<file path="config.mk">
export PLATFORM = sky130hd
export DESIGN_NAME = controle_mao
export DESIGN_NICKNAME = d
export VERILOG_FILES = /design/src/rtl/controle_mao_pkg.sv /design/src/rtl/controle_mao_historico_rodadas.sv /design/src/rtl/controle_mao.sv
export SDC_FILE = /design/constraint.sdc
export NUM_CORES = 1
export LEC_CHECK = 0
export CORE_AREA = 2 2 61 63
export CTS_BUF_LIST = sky130_fd_sc_hd__clkbuf_16
export DETAILED_ROUTE_END_ITERATION = 10
export DIE_AREA = 0 0 63 65
export GPL_ROUTABILITY_DRIVEN = 0
export PLACE_DENSITY_LB_ADDON = 0.12
export SYNTH_ARGS = -nofsm -noshare
export SYNTH_HDL_FRONTEND = slang
export SYNTH_SLANG_ARGS = --single-unit
export TNS_END_PERCENT = 30
</file>
<file path="constraint.sdc">
create_clock -name Clk -period 3.2 [get_ports Clk]
set_input_delay 0.96 -clock Clk [delete_from_list [all_inputs] [get_ports Clk]]
set_output_delay 0.96 -clock Clk [all_outputs]
set_load 0.01 [all_outputs]
</file>
<file path="src/rtl/controle_mao_pkg.sv">
// rtl/controle_mao_pkg.sv - shared encodings for the truco hand sequencer
package controle_mao_pkg;

  typedef enum logic [2:0] {
    JOGA   = 3'd0,
    PEDIDO = 3'd1,
    PONTUA = 3'd2,
    LIMPA  = 3'd3,
    FIM    = 3'd4
  } estado_t;

  localparam logic EQUIPE_A = 1'b0;
  localparam logic EQUIPE_B = 1'b1;

  typedef enum logic [1:0] {
    NADA    = 2'b00,
    GANHA_A = 2'b01,
    GANHA_B = 2'b10,
    EMPATE  = 2'b11
  } resultado_t;

  // A round that was actually won by someone (not empty, not tied)
  function automatic logic eh_vitoria(input resultado_t r);
    return (r == GANHA_A) || (r == GANHA_B);
  endfunction

  // Team that won a round; only meaningful when eh_vitoria(r)
  function automatic logic equipe_de(input resultado_t r);
    return (r == GANHA_B) ? EQUIPE_B : EQUIPE_A;
  endfunction

endpackage

</file>
<file path="src/rtl/controle_mao_historico_rodadas.sv">
// rtl/controle_mao_historico_rodadas.sv - three-round history and hand decision
module historico_rodadas
  import controle_mao_pkg::*;
(
  input  logic       clk,
  input  logic       clr,
  input  logic       grava,
  input  logic       limpa,
  input  resultado_t resultado,
  output logic       decidida,
  output logic       vencedor_mao,
  output logic       sem_pontos
);

  resultado_t r1, r2, r3;
  logic [1:0] rodada;

  // Record each round result into the next free slot; cleared between hands
  always_ff @(posedge clk) begin
    if (clr || limpa) begin
      r1     <= NADA;
      r2     <= NADA;
      r3     <= NADA;
      rodada <= 2'd0;
    end else if (grava && (rodada != 2'd3)) begin
      case (rodada)
        2'd0:    r1 <= resultado;
        2'd1:    r2 <= resultado;
        default: r3 <= resultado;
      endcase
      rodada <= rodada + 2'd1;
    end
  end

  // Decide the hand from the rounds played so far (any three results decide)
  always_comb begin
    decidida     = 1'b0;
    vencedor_mao = EQUIPE_A;
    sem_pontos   = 1'b0;
    if (r1 == EMPATE) begin
      if (eh_vitoria(r2)) begin
        decidida     = 1'b1;
        vencedor_mao = equipe_de(r2);
      end else if (r2 == EMPATE) begin
        if (eh_vitoria(r3)) begin
          decidida     = 1'b1;
          vencedor_mao = equipe_de(r3);
        end else if (r3 == EMPATE) begin
          decidida   = 1'b1;
          sem_pontos = 1'b1;
        end
      end
    end else if (eh_vitoria(r1)) begin
      if ((r2 == r1) || (r2 == EMPATE)) begin
        decidida     = 1'b1;
        vencedor_mao = equipe_de(r1);
      end else if (r2 != NADA) begin
        // rounds split 1-1: a tie in round 3 goes to the round-1 winner
        if (r3 == EMPATE) begin
          decidida     = 1'b1;
          vencedor_mao = equipe_de(r1);
        end else if (eh_vitoria(r3)) begin
          decidida     = 1'b1;
          vencedor_mao = equipe_de(r3);
        end
      end
    end
  end

endmodule

</file>
<file path="src/rtl/controle_mao.sv">
// rtl/controle_mao.sv - truco hand sequencer: rounds, stake, scoring pulses, game end
module controle_mao
  import controle_mao_pkg::*;
#(
  parameter int PONTOS_JOGO = 7,
  parameter int VALOR_MAX   = 4
) (
  input  logic       Clk,
  input  logic       Clr,
  input  logic       VenceA,
  input  logic       VenceB,
  input  logic       Empate,
  input  logic       Truco,
  input  logic       Aceita,
  input  logic       Corre,
  input  logic [2:0] PA,
  input  logic [2:0] PB,
  output logic       IncA,
  output logic       IncB,
  output logic       ClrM,
  output logic [2:0] Valor,
  output logic       Vez,
  output logic       Pedido,
  output logic       FimJogo,
  output logic       Vencedor
);

  localparam logic [3:0] META = 4'(PONTOS_JOGO);
  localparam logic [2:0] VMAX = 3'(VALOR_MAX);

  estado_t    estado, estado_n;
  logic       ganhador, ganhador_n, requerente, requerente_n;
  logic [2:0] conta, conta_n, valor_n;
  logic [3:0] pontos, pontos_n;
  logic       inca_n, incb_n, clrm_n, vez_n, pedido_n, fim_n, venc_n;
  logic       decidida, vencedor_mao, sem_pontos, grava, rodada_in;
  resultado_t resultado;

  assign rodada_in = VenceA || VenceB || Empate;
  assign grava     = (estado == JOGA) && !decidida && rodada_in;
  assign resultado = VenceA ? GANHA_A : (VenceB ? GANHA_B : EMPATE);

  historico_rodadas u_hist (
    .clk          (Clk),
    .clr          (Clr),
    .grava        (grava),
    .limpa        (estado == LIMPA),
    .resultado    (resultado),
    .decidida     (decidida),
    .vencedor_mao (vencedor_mao),
    .sem_pontos   (sem_pontos)
  );

  // State and every output register; reset wins over everything
  always_ff @(posedge Clk) begin
    if (Clr) begin
      estado     <= JOGA;
      ganhador   <= EQUIPE_A;
      requerente <= EQUIPE_A;
      conta      <= 3'd0;
      pontos     <= 4'd0;
      IncA       <= 1'b0;
      IncB       <= 1'b0;
      ClrM       <= 1'b0;
      Valor      <= 3'd1;
      Vez        <= EQUIPE_A;
      Pedido     <= 1'b0;
      FimJogo    <= 1'b0;
      Vencedor   <= 1'b0;
    end else begin
      estado     <= estado_n;
      ganhador   <= ganhador_n;
      requerente <= requerente_n;
      conta      <= conta_n;
      pontos     <= pontos_n;
      IncA       <= inca_n;
      IncB       <= incb_n;
      ClrM       <= clrm_n;
      Valor      <= valor_n;
      Vez        <= vez_n;
      Pedido     <= pedido_n;
      FimJogo    <= fim_n;
      Vencedor   <= venc_n;
    end
  end

  // Next state and next registered outputs
  always_comb begin
    estado_n     = estado;
    ganhador_n   = ganhador;
    requerente_n = requerente;
    conta_n      = conta;
    pontos_n     = pontos;
    inca_n       = 1'b0;
    incb_n       = 1'b0;
    clrm_n       = 1'b0;
    valor_n      = Valor;
    vez_n        = Vez;
    pedido_n     = Pedido;
    fim_n        = FimJogo;
    venc_n       = Vencedor;
    case (estado)
      JOGA: begin
        if (decidida) begin
          if (sem_pontos) begin
            estado_n = LIMPA;
            clrm_n   = 1'b1;
            valor_n  = 3'd1;
            vez_n    = ~Vez;
          end else begin
            estado_n   = PONTUA;
            ganhador_n = vencedor_mao;
            conta_n    = Valor;
            pontos_n   = {1'b0, (vencedor_mao == EQUIPE_B) ? PB : PA};
          end
        end else if (!rodada_in && Truco && (Valor < VMAX)) begin
          estado_n     = PEDIDO;
          pedido_n     = 1'b1;
          requerente_n = Vez;
        end
      end
      PEDIDO: begin
        if (Corre) begin
          estado_n   = PONTUA;
          pedido_n   = 1'b0;
          ganhador_n = requerente;
          conta_n    = Valor;
          pontos_n   = {1'b0, (requerente == EQUIPE_B) ? PB : PA};
        end else if (Aceita) begin
          estado_n = JOGA;
          pedido_n = 1'b0;
          valor_n  = Valor + 3'd1;
          vez_n    = ~Vez;
        end
      end
      PONTUA: begin
        // pontos tracks the winner's score including pulses already sent,
        // so the external 3-bit counter is never pushed past the target
        if ((conta != 3'd0) && (pontos < META)) begin
          conta_n  = conta - 3'd1;
          pontos_n = pontos + 4'd1;
          inca_n   = (ganhador == EQUIPE_A);
          incb_n   = (ganhador == EQUIPE_B);
        end else if (pontos >= META) begin
          estado_n = FIM;
          fim_n    = 1'b1;
          venc_n   = ganhador;
        end else begin
          estado_n = LIMPA;
          clrm_n   = 1'b1;
          valor_n  = 3'd1;
          vez_n    = ~ganhador;
        end
      end
      LIMPA:   estado_n = JOGA;
      FIM:     estado_n = FIM;
      default: estado_n = JOGA;
    endcase
  end

endmodule

</file>
After elaboration in Yosys (flattened, before gate mapping) --
Index checks and enable logic that the tools add are counted. Widths: inputs -> output; s select.
Operators by class: add/subtract/negate cells 4, magnitude comparators 3, equal/unequal tests 29, multiplexer cells 75, bitwise gates (word level) 6, reductions and logical operators 33
Operator list (count):
- $mux 3 | 18
- $mux 1 | 44
- $ne 2x2->1 const B | 11
- $pmux 3 s3 | 2
- $mux 4 | 4
- $eq 2x2->1 const B | 6
- $pmux 3 s4 | 1
- $pmux 4 s3 | 1
- $reduce_and 3->1 | 3
- $eq 2x1->1 const B | 4
- $reduce_and 4->1 | 2
- $logic_or 1x1->1 | 7
- $reduce_and 7->1 | 1
- $eq 3x2->1 const B | 2
- $logic_and 1x1->1 | 6
- $not 1->1 | 6
- $pmux 1 s2 | 3
- $reduce_and 2->1 | 3
- $reduce_bool 3->1 | 2
- $reduce_and 5->1 | 1
- $add 4x1->4 const B | 1
- $ge 4x3->1 const B | 1
- $lt 4x3->1 const B | 1
- $reduce_bool 2->1 | 2
- 17 further kinds | 18
Storage, ports and cells: flip-flop bits (word level) 30, logic and storage cells 167

Longest topological paths before layout --
Gate-level depths: netlist of the first run.
depth in word-level cells 13, depth in mapped cells 9, gate-level depth less buffers 8

Hierarchy --
A second synthesis of the first run with hierarchy kept.
Unflattened totals: cell total of the unflattened synthesis 236, area, all modules 1938.1 um2
Modules (own cells, without submodules):
- controle_mao | instances 1, cells an instance 168, area an instance 1367.6 um2
- historico_rodadas | instances 1, cells an instance 68, area an instance 570.5 um2

Worst setup path after synthesis of the first run --
OpenSTA, ideal clock, no wires.
kind input to register, start input Corre, end register Valor[0], setup time 0.127 ns, arrival time 2.395 ns, slack 0.679 ns, cell stages on the path 6, path through or3b_1 > a22o_1 > or4_1 > buf_2 > xnor2_1 > or3_1
On the way: cells in the longest elaborated chain, start to end 2
Ends and longest elaborated chain:
- start, declared | line controle_mao.sv:15 | input logic Corre,
- $ne 2x2->1 (no line)
- $reduce_and 7->1 (no line)
- end signal, assigned | line controle_mao.sv:79 | Valor <= valor_n;
- end, declared | line controle_mao.sv:21 | output logic [2:0] Valor,
Every way passes these cells. A chain may end at the register's enable or synchronous reset.

Worst setup path in the final report of the first run --
start input Aceita, end register Vez
On the way: cells in the longest elaborated chain, start to end 2
Ends and longest elaborated chain:
- start, declared | line controle_mao.sv:14 | input logic Aceita,
- $ne 2x2->1 (no line)
- $reduce_and 7->1 (no line)
- end signal, assigned | line controle_mao.sv:80 | Vez <= vez_n;
- end, declared | line controle_mao.sv:22 | output logic Vez,
Every way passes these cells.

==> results of run 1 <==
## final timing paths
path,startpoint,end,cells past startpoint
setup / recovery,Aceita,Vez$_SDFFE_PP0P_,8
hold / removal,conta[2]$_SDFFE_PP0P_,conta[2]$_SDFFE_PP0P_,2
setup reg to reg,u_hist.r2[0]$_SDFFE_PP0P_,Vez$_SDFFE_PP0P_,9
hold reg to reg,conta[2]$_SDFFE_PP0P_,conta[2]$_SDFFE_PP0P_,2
## cell usage in the layout, fill, tap and decap left out, drive strengths merged, types with 4 or more instances in the layout
cell / count
nor2: 31
dfxtp: 30
clkdlybuf4s50: 23
inv: 15
ha: 12
a21oi: 10
nand2: 10
mux2i: 9
nor3: 8
xnor2: 6
a211oi: 6
clkbuf: 5
a311oi: 4
## power by group through the flow
stage,clock network [mW],registers (mW),logic [mW]
after floorplan,0,0.572,0.863
after global placement,0,0.601,1.03
after detailed placement,0,0.609,1.07
after CTS,0.433,0.603,1.07
after global routing,0.450,0.621,1.19
final,0.425,0.605,1.08
## metrics by stage
step | setup slack [ns] | std cells
global placement | 0.183 | 267
global route | 0.330 | 274
detailed placement | 0.148 | 267
finish | 0.399 | 274
CTS | 0.412 | 274
floorplan | 0.679 | 201
## layout make-up
cell class,instances,area [um2],area share [%]
Inverter,13,48.8,2.22
Clock inverter,2,7.51,0.341
Sequential cell,30,601,27.3
Clock buffer,5,125,5.69
Multi-Input combinational cell,150,1100,50.2
Tap cell,48,60.1,2.73
Timing Repair Buffer,26,253,11.5
## cell families (layout without fill, tap and decap cells)
family | after synthesis | in the layout
AND/OR/NAND/NOR | 74 | 74
XOR/XNOR | 6 | 6
flip-flops | 30 | 30
adder cells (fa/ha/maj) | 12 | 12
buffers and inverters | 21 | 46
AO/OA/AOI/OAI | 48 | 48
multiplexers | 10 | 10
## sequential cells by signal, summed over array words and instances, names as in the netlist, 2 cells and up
name	flops
u_hist.r1	2
u_hist.rodada	2
estado	3
u_hist.r3	2
Valor	3
pontos	4
conta	3
u_hist.r2	2
## synth_stat cells, types with 3 or more instances
library cell,instances,area [um2]
o32ai_1,3,26.3
nor2_1,30,113
dfxtp_1,30,601
a21oi_1,10,50.1
o21a_1,3,22.5
xnor2_1,6,52.6
ha_1,12,150
nand2_1,9,33.8
mux2i_1,9,90.1
inv_1,13,48.8
nor3b_1,3,22.5
o22ai_1,3,18.8
and2_1,3,18.8
a211oi_1,6,45.0
nor3_1,4,20.0
buf_2,3,15.0
a311oi_1,4,35.0
## tightest hold or removal path: stages, from the launching register on
cell	delay (ns)
dfxtp_1	0.30
nand2_1	0.05
a21oi_1	0.05
## routing by layer
layer | GRT usage (%) | wire length (um) | up-vias
li1 | - | - | 786
met1 | 27.9 | 1880 | 719
met2 | 31.5 | 1800 | 50
met3 | 5.03 | 231 | 12
met4 | 9.44 | 96 | 0
met5 | 0 | 0 | -
==> qor_table.md, run 1 <==
| Parameter | This run |
| --- | --- |
| Status | completed |
| Floorplan core area | 3500 um2 |
| Buf+Inv Stages, Crit Path | 2 |
| Final instance area | 2200 um2 |
| Share of synthesized area spent on multiplexers | 5.61% |
| Worst setup path category | in -> reg |
| CP Launch Type | input port |
| Largest net degree at the start of global routing | 15 |
| Hold_ws | 0.450 ns |
| CTS root buf | clkbuf_16 |
| Path category of the worst min-delay check | reg -> reg |
| Via density | 5.72 |
| Share of total power in sequential cells | 28.7% |
| Layout Nets | 252 |
| Peak fanout along the critical path | 4 |
| Cell row count | 22 |
| Router iterations before antenna repair | 6 |
| Deepest clock path buffer count | 2 |
| Final setup violation count | 0 |
| Switching Share | 41.2% |
| Final hold viol count | 0 |
| Wire length after detailed routing | 4.01 mm |
| H-tree levels | 2 |
| Average cell area after synthesis | 8.98 um2 |
| Syn nets | 227 |
| Detailed-placement wirelength estimate | 3.03 mm |
| RSZ-0062 raised after global routing | false |
| Share of final-layout standard cells stronger than drive strength 1 | 9.73% |
| Post-synthesis share of cell area spent on and, or, nand and nor gates | 23.4% |
| CTS resizes | 0 |
| Antenna-violating nets left | 0 |
| Antenna violations before repair | 0 |
| Share of the synthesized area in compound gates (AO/OA/AOI/OAI) | 20.9% |
| Post-Route Utilization | 62.9% |
| Proportion of synthesized chip area in sequential cells | 33.3% |
| Combinational Power Share | 51.1% |
| Crit. End Element | flop |
| DRC violation count after routing | 0 |
| Clock latency on the worst-skew pair | 0.27 ns |
| Clk pwr share | 20.2% |
| CTS hold repair buffers | 0 |
| Post-layout power | 2.11 mW |
| Fmax | 357 MHz |
| Starting Density | 51.6% |
| Iteration-0 DRC Markers | 107 |
| Count of vias placed by the detailed router | 1567 |
| Worst path slowest cell | clkdlybuf4s50_1 |
| Worst reg-to-reg setup slack | 0.81 ns |
| Global-route wire length before repair | 6.65 mm |
| Adder-cell share of the synthesized area | 8.32% |
| Critical path, cell by cell | clkdlybuf4s50_1 > or3b_1 > a22o_1 > or4_1 > buf_4 > a21oi_1 > nor2_1 > nor3_2 |
| WL per Instance | 14.6 um |
| Yosys reg bits | 30 |
| Final global-route overflow total | 0 |
| Number of clock sinks seen by CTS | 30 |
| Number of global-route vias before repair | 1429 |
| Layout Area Growth over Synthesis | 21.8% |
| Number of slew-limit violations in the final report | 0 |
| Fraction of synthesized cell area in xor and xnor cells | 2.91% |
| Number of setup buffers added after CTS | 0 |
| Required arrival time at the worst endpoint | 3.40 ns |
| Max transition margin | 39.4% |
| Synth async-reset ratio | 0% |
| Distinct cell type count after synthesis | 52 |
| Clock transition at path regs | 0.05 ns |
| Warnings, synthesis | 0 |
| Tmin final | 2.80 ns |
| Die boundary height | 65 um |
| Full die area | 4100 um2 |
| Max-cap viol count | 0 |
| Leak pwr | 0.819 nW |
| Number of clock buffers inserted by TritonCTS | 5 |
| Top flip-flop cell by instance count after synthesis | dfxtp_1 |
| Max incr delay on CP | 0.49 ns |
| Dominant combinational cell family by area after synthesis | simple AND/OR/NAND/NOR gates |
| Filler Cells Inserted | 307 |
| Overall fraction of global-route tracks in use | 20.8% |
| Net switching power figure | 0.868 mW |
| Clock tree from TritonCTS | yes |
| Setup clock skew after layout | 0.00447 ns |
| Placed Instance Area | 2070 um2 |
| Synthesized cell area | 1810 um2 |
| Number of placed I/O pins | 24 |
| Cell family contributing the most delay on the critical path | simple AND/OR/NAND/NOR gates |
| Worst slew pin tran | 0.902 ns |
| N_diodes | 0 |
| Number of enable flip-flop cells after synthesis | 0 |
| IR drop worst, VDD | 0.000495 V |
| Die width | 63 um |
| Post-Synthesis Cells | 201 |
| TNS Setup | 0 ns |
| Fraction of the cycle the final worst path needs | 87.5% |
| Input/output buffers | 23 |
| Data arrival time of the worst path | 3.00 ns |
| Areal power density over the cells | 958 nW/um2 |
| Pint | 1.24 mW |
Power figures use the tool's default switching activity.
==> run 2: changes to the inputs <==
Settings changed: CTS_CLUSTER_SIZE set to 16, PLACE_DENSITY set to 0.77, PLACE_DENSITY_LB_ADDON 0.12 to unset.
==> run 2 against run 1 <==
Against the previous run:
- non-clock buffer count did not move
- critical path depth fell by 2
- register-to-register slack improved by 0.02 ns
- design area rose by 1.2%
- fmax fell by 0.40%
- die area did not move
- setup slack got worse by 0.011 ns
- count of clock-buffer cells in the layout did not move
- clock power rose by 23%
- total power rose by 3.5%
- global-route usage rose by 0.088 points
- highest routed layer unchanged
==> qor_table.md, run 2 (synthesis results as in run 1) <==
| Parameter | This run |
| --- | --- |
| Max incr delay on CP | 0.50 ns |
| CTS root buf | clkbuf_16 |
| IR drop worst, VDD | 0.000577 V |
| Worst path slowest cell | clkdlybuf4s50_1 |
| Layout Area Growth over Synthesis | 23.2% |
| Number of clock sinks seen by CTS | 30 |
| Input/output buffers | 23 |
| Max transition margin | 36.7% |
| Final setup violation count | 0 |
| Floorplan core area | 3500 um2 |
| Overall fraction of global-route tracks in use | 20.9% |
| Fraction of the cycle the final worst path needs | 87.9% |
| Critical path, cell by cell | clkdlybuf4s50_1 > or3b_1 > a22o_1 > or4_1 > xnor2_1 > or3_1 |
| Path category of the worst min-delay check | reg -> reg |
| Post-layout power | 2.18 mW |
| Tmin final | 2.81 ns |
| Deepest clock path buffer count | 2 |
| Worst Setup Slack post-DPL | 0.148 ns |
| Clock tree from TritonCTS | yes |
| Wire length after detailed routing | 3.87 mm |
| Detailed-placement wirelength estimate | 2.87 mm |
| Setup clock skew after layout | 0.00409 ns |
| Final global-route overflow total | 0 |
| Fin worst setup slack | 0.388 ns |
| Share of final-layout standard cells stronger than drive strength 1 | 10.2% |
| Via density | 5.70 |
| RSZ-0062 raised after global routing | false |
| Cell family contributing the most delay on the critical path | simple AND/OR/NAND/NOR gates |
| Full die area | 4100 um2 |
| Number of clock buffers inserted by TritonCTS | 5 |
| N_diodes | 0 |
| CP Launch Type | input port |
| Fmax | 356 MHz |
| Die boundary height | 65 um |
| H-tree levels | 2 |
| Clock transition at path regs | 0.05 ns |
| Buf+Inv Stages, Crit Path | 1 |
| Antenna-violating nets left | 0 |
| Filler Cells Inserted | 324 |
| Data arrival time of the worst path | 2.97 ns |
| Register name with the most flops | pontos |
| Worst setup path category | in -> reg |
| CTS hold repair buffers | 0 |
| Largest net degree at the start of global routing | 20 |
| CTS resizes | 0 |
| Crit. End Element | flop |
| Clock latency on the worst-skew pair | 0.28 ns |
| Final hold viol count | 0 |
| Starting Density | 51.6% |
| Status | completed |
| WL per Instance | 14.1 um |
| Max-cap viol count | 0 |
| Count of vias placed by the detailed router | 1561 |
| Layout Nets | 252 |
| Worst slew pin tran | 0.943 ns |
| Areal power density over the cells | 980 nW/um2 |
| Worst reg-to-reg setup slack | 0.83 ns |
| Iteration-0 DRC Markers | 87 |
| Global-route wire length before repair | 6.65 mm |
| Die width | 63 um |
| Number of placed I/O pins | 24 |
| Required arrival time at the worst endpoint | 3.35 ns |
| Number of global-route vias before repair | 1452 |
| Top library cells by usage in the layout, fill and taps aside | 30 x dfxtp_1, 30 x nor2_1, 23 x clkdlybuf4s50_1 |
| Number of setup buffers added after CTS | 0 |
| Max FFs per register | 4 |
| Cell row count | 22 |
| Antenna violations before repair | 0 |
| Number of slew-limit violations in the final report | 0 |
| DRC violation count after routing | 0 |
| Leak pwr | 0.825 nW |
| Peak fanout along the critical path | 3 |
| Router iterations before antenna repair | 4 |
| TNS Setup | 0 ns |
run 2: cell count changes in the layout (fill, tap and decap cells not counted), sizes merged:
cell / change
bufinv: +1
inv: -2
clkinv: +1
run 2: path summary, 6_finish.rpt:
kind	start	end	cells past startpoint
max	Aceita	Valor[0]$_SDFFE_PP1P_	6
min	conta[2]$_SDFFE_PP0P_	conta[2]$_SDFFE_PP0P_	2
max reg2reg	u_hist.r2[0]$_SDFFE_PP0P_	Valor[0]$_SDFFE_PP1P_	7
min reg2reg	conta[2]$_SDFFE_PP0P_	conta[2]$_SDFFE_PP0P_	2
run 2: routing by layer:
layer / GRT usage [%] / routed length (um) / up-vias
li1: - / - / 792
met2: 31.5 / 1680 / 34
met1: 27.8 / 1920 / 723
met4: 11.7 / 112 / 0
met5: 0 / 0 / -
met3: 4.17 / 152 / 12
run 2: power breakdown:
part / internal [mW] / switching, mW
clock: 0.359 / 0.162
combinational: 0.486 / 0.575
sequential: 0.480 / 0.119
run 2: final cells by class:
class,count,area (um2),share of cell area [%]
timing repair buffer,26,253,11.4
clock inverter,2,33.8,1.52
tap,48,60.1,2.70
multi-input combinational,150,1100,49.6
inverter,13,48.8,2.19
clock buffer,5,125,5.62
sequential,30,601,27.0
run 2: worst reg2reg max path, delay by kind of cell (launching register included):
kind / cells / cell delay, ns
and+or+nand+nor: 3 / 1.06
DFF: 1 / 0.40
adders and majority gates: 1 / 0.34
AOI/OAI and AO/OA: 1 / 0.22
xor gates and xnor gates: 1 / 0.15
buffers and inverters: 1 / 0.09
run 2: per-stage QoR:
stage                     hold WS [ns]  area [um2]  instances  utilization (%)
final                            0.449        2220        274             63.6
after global routing             0.471        2220        274             63.6
after CTS                        0.451        2220        274             63.6
after detailed placement         0.445        2070        267             59.1
after global placement           0.442        2070        267             59.1
after floorplan                  0.432        1810        201                -
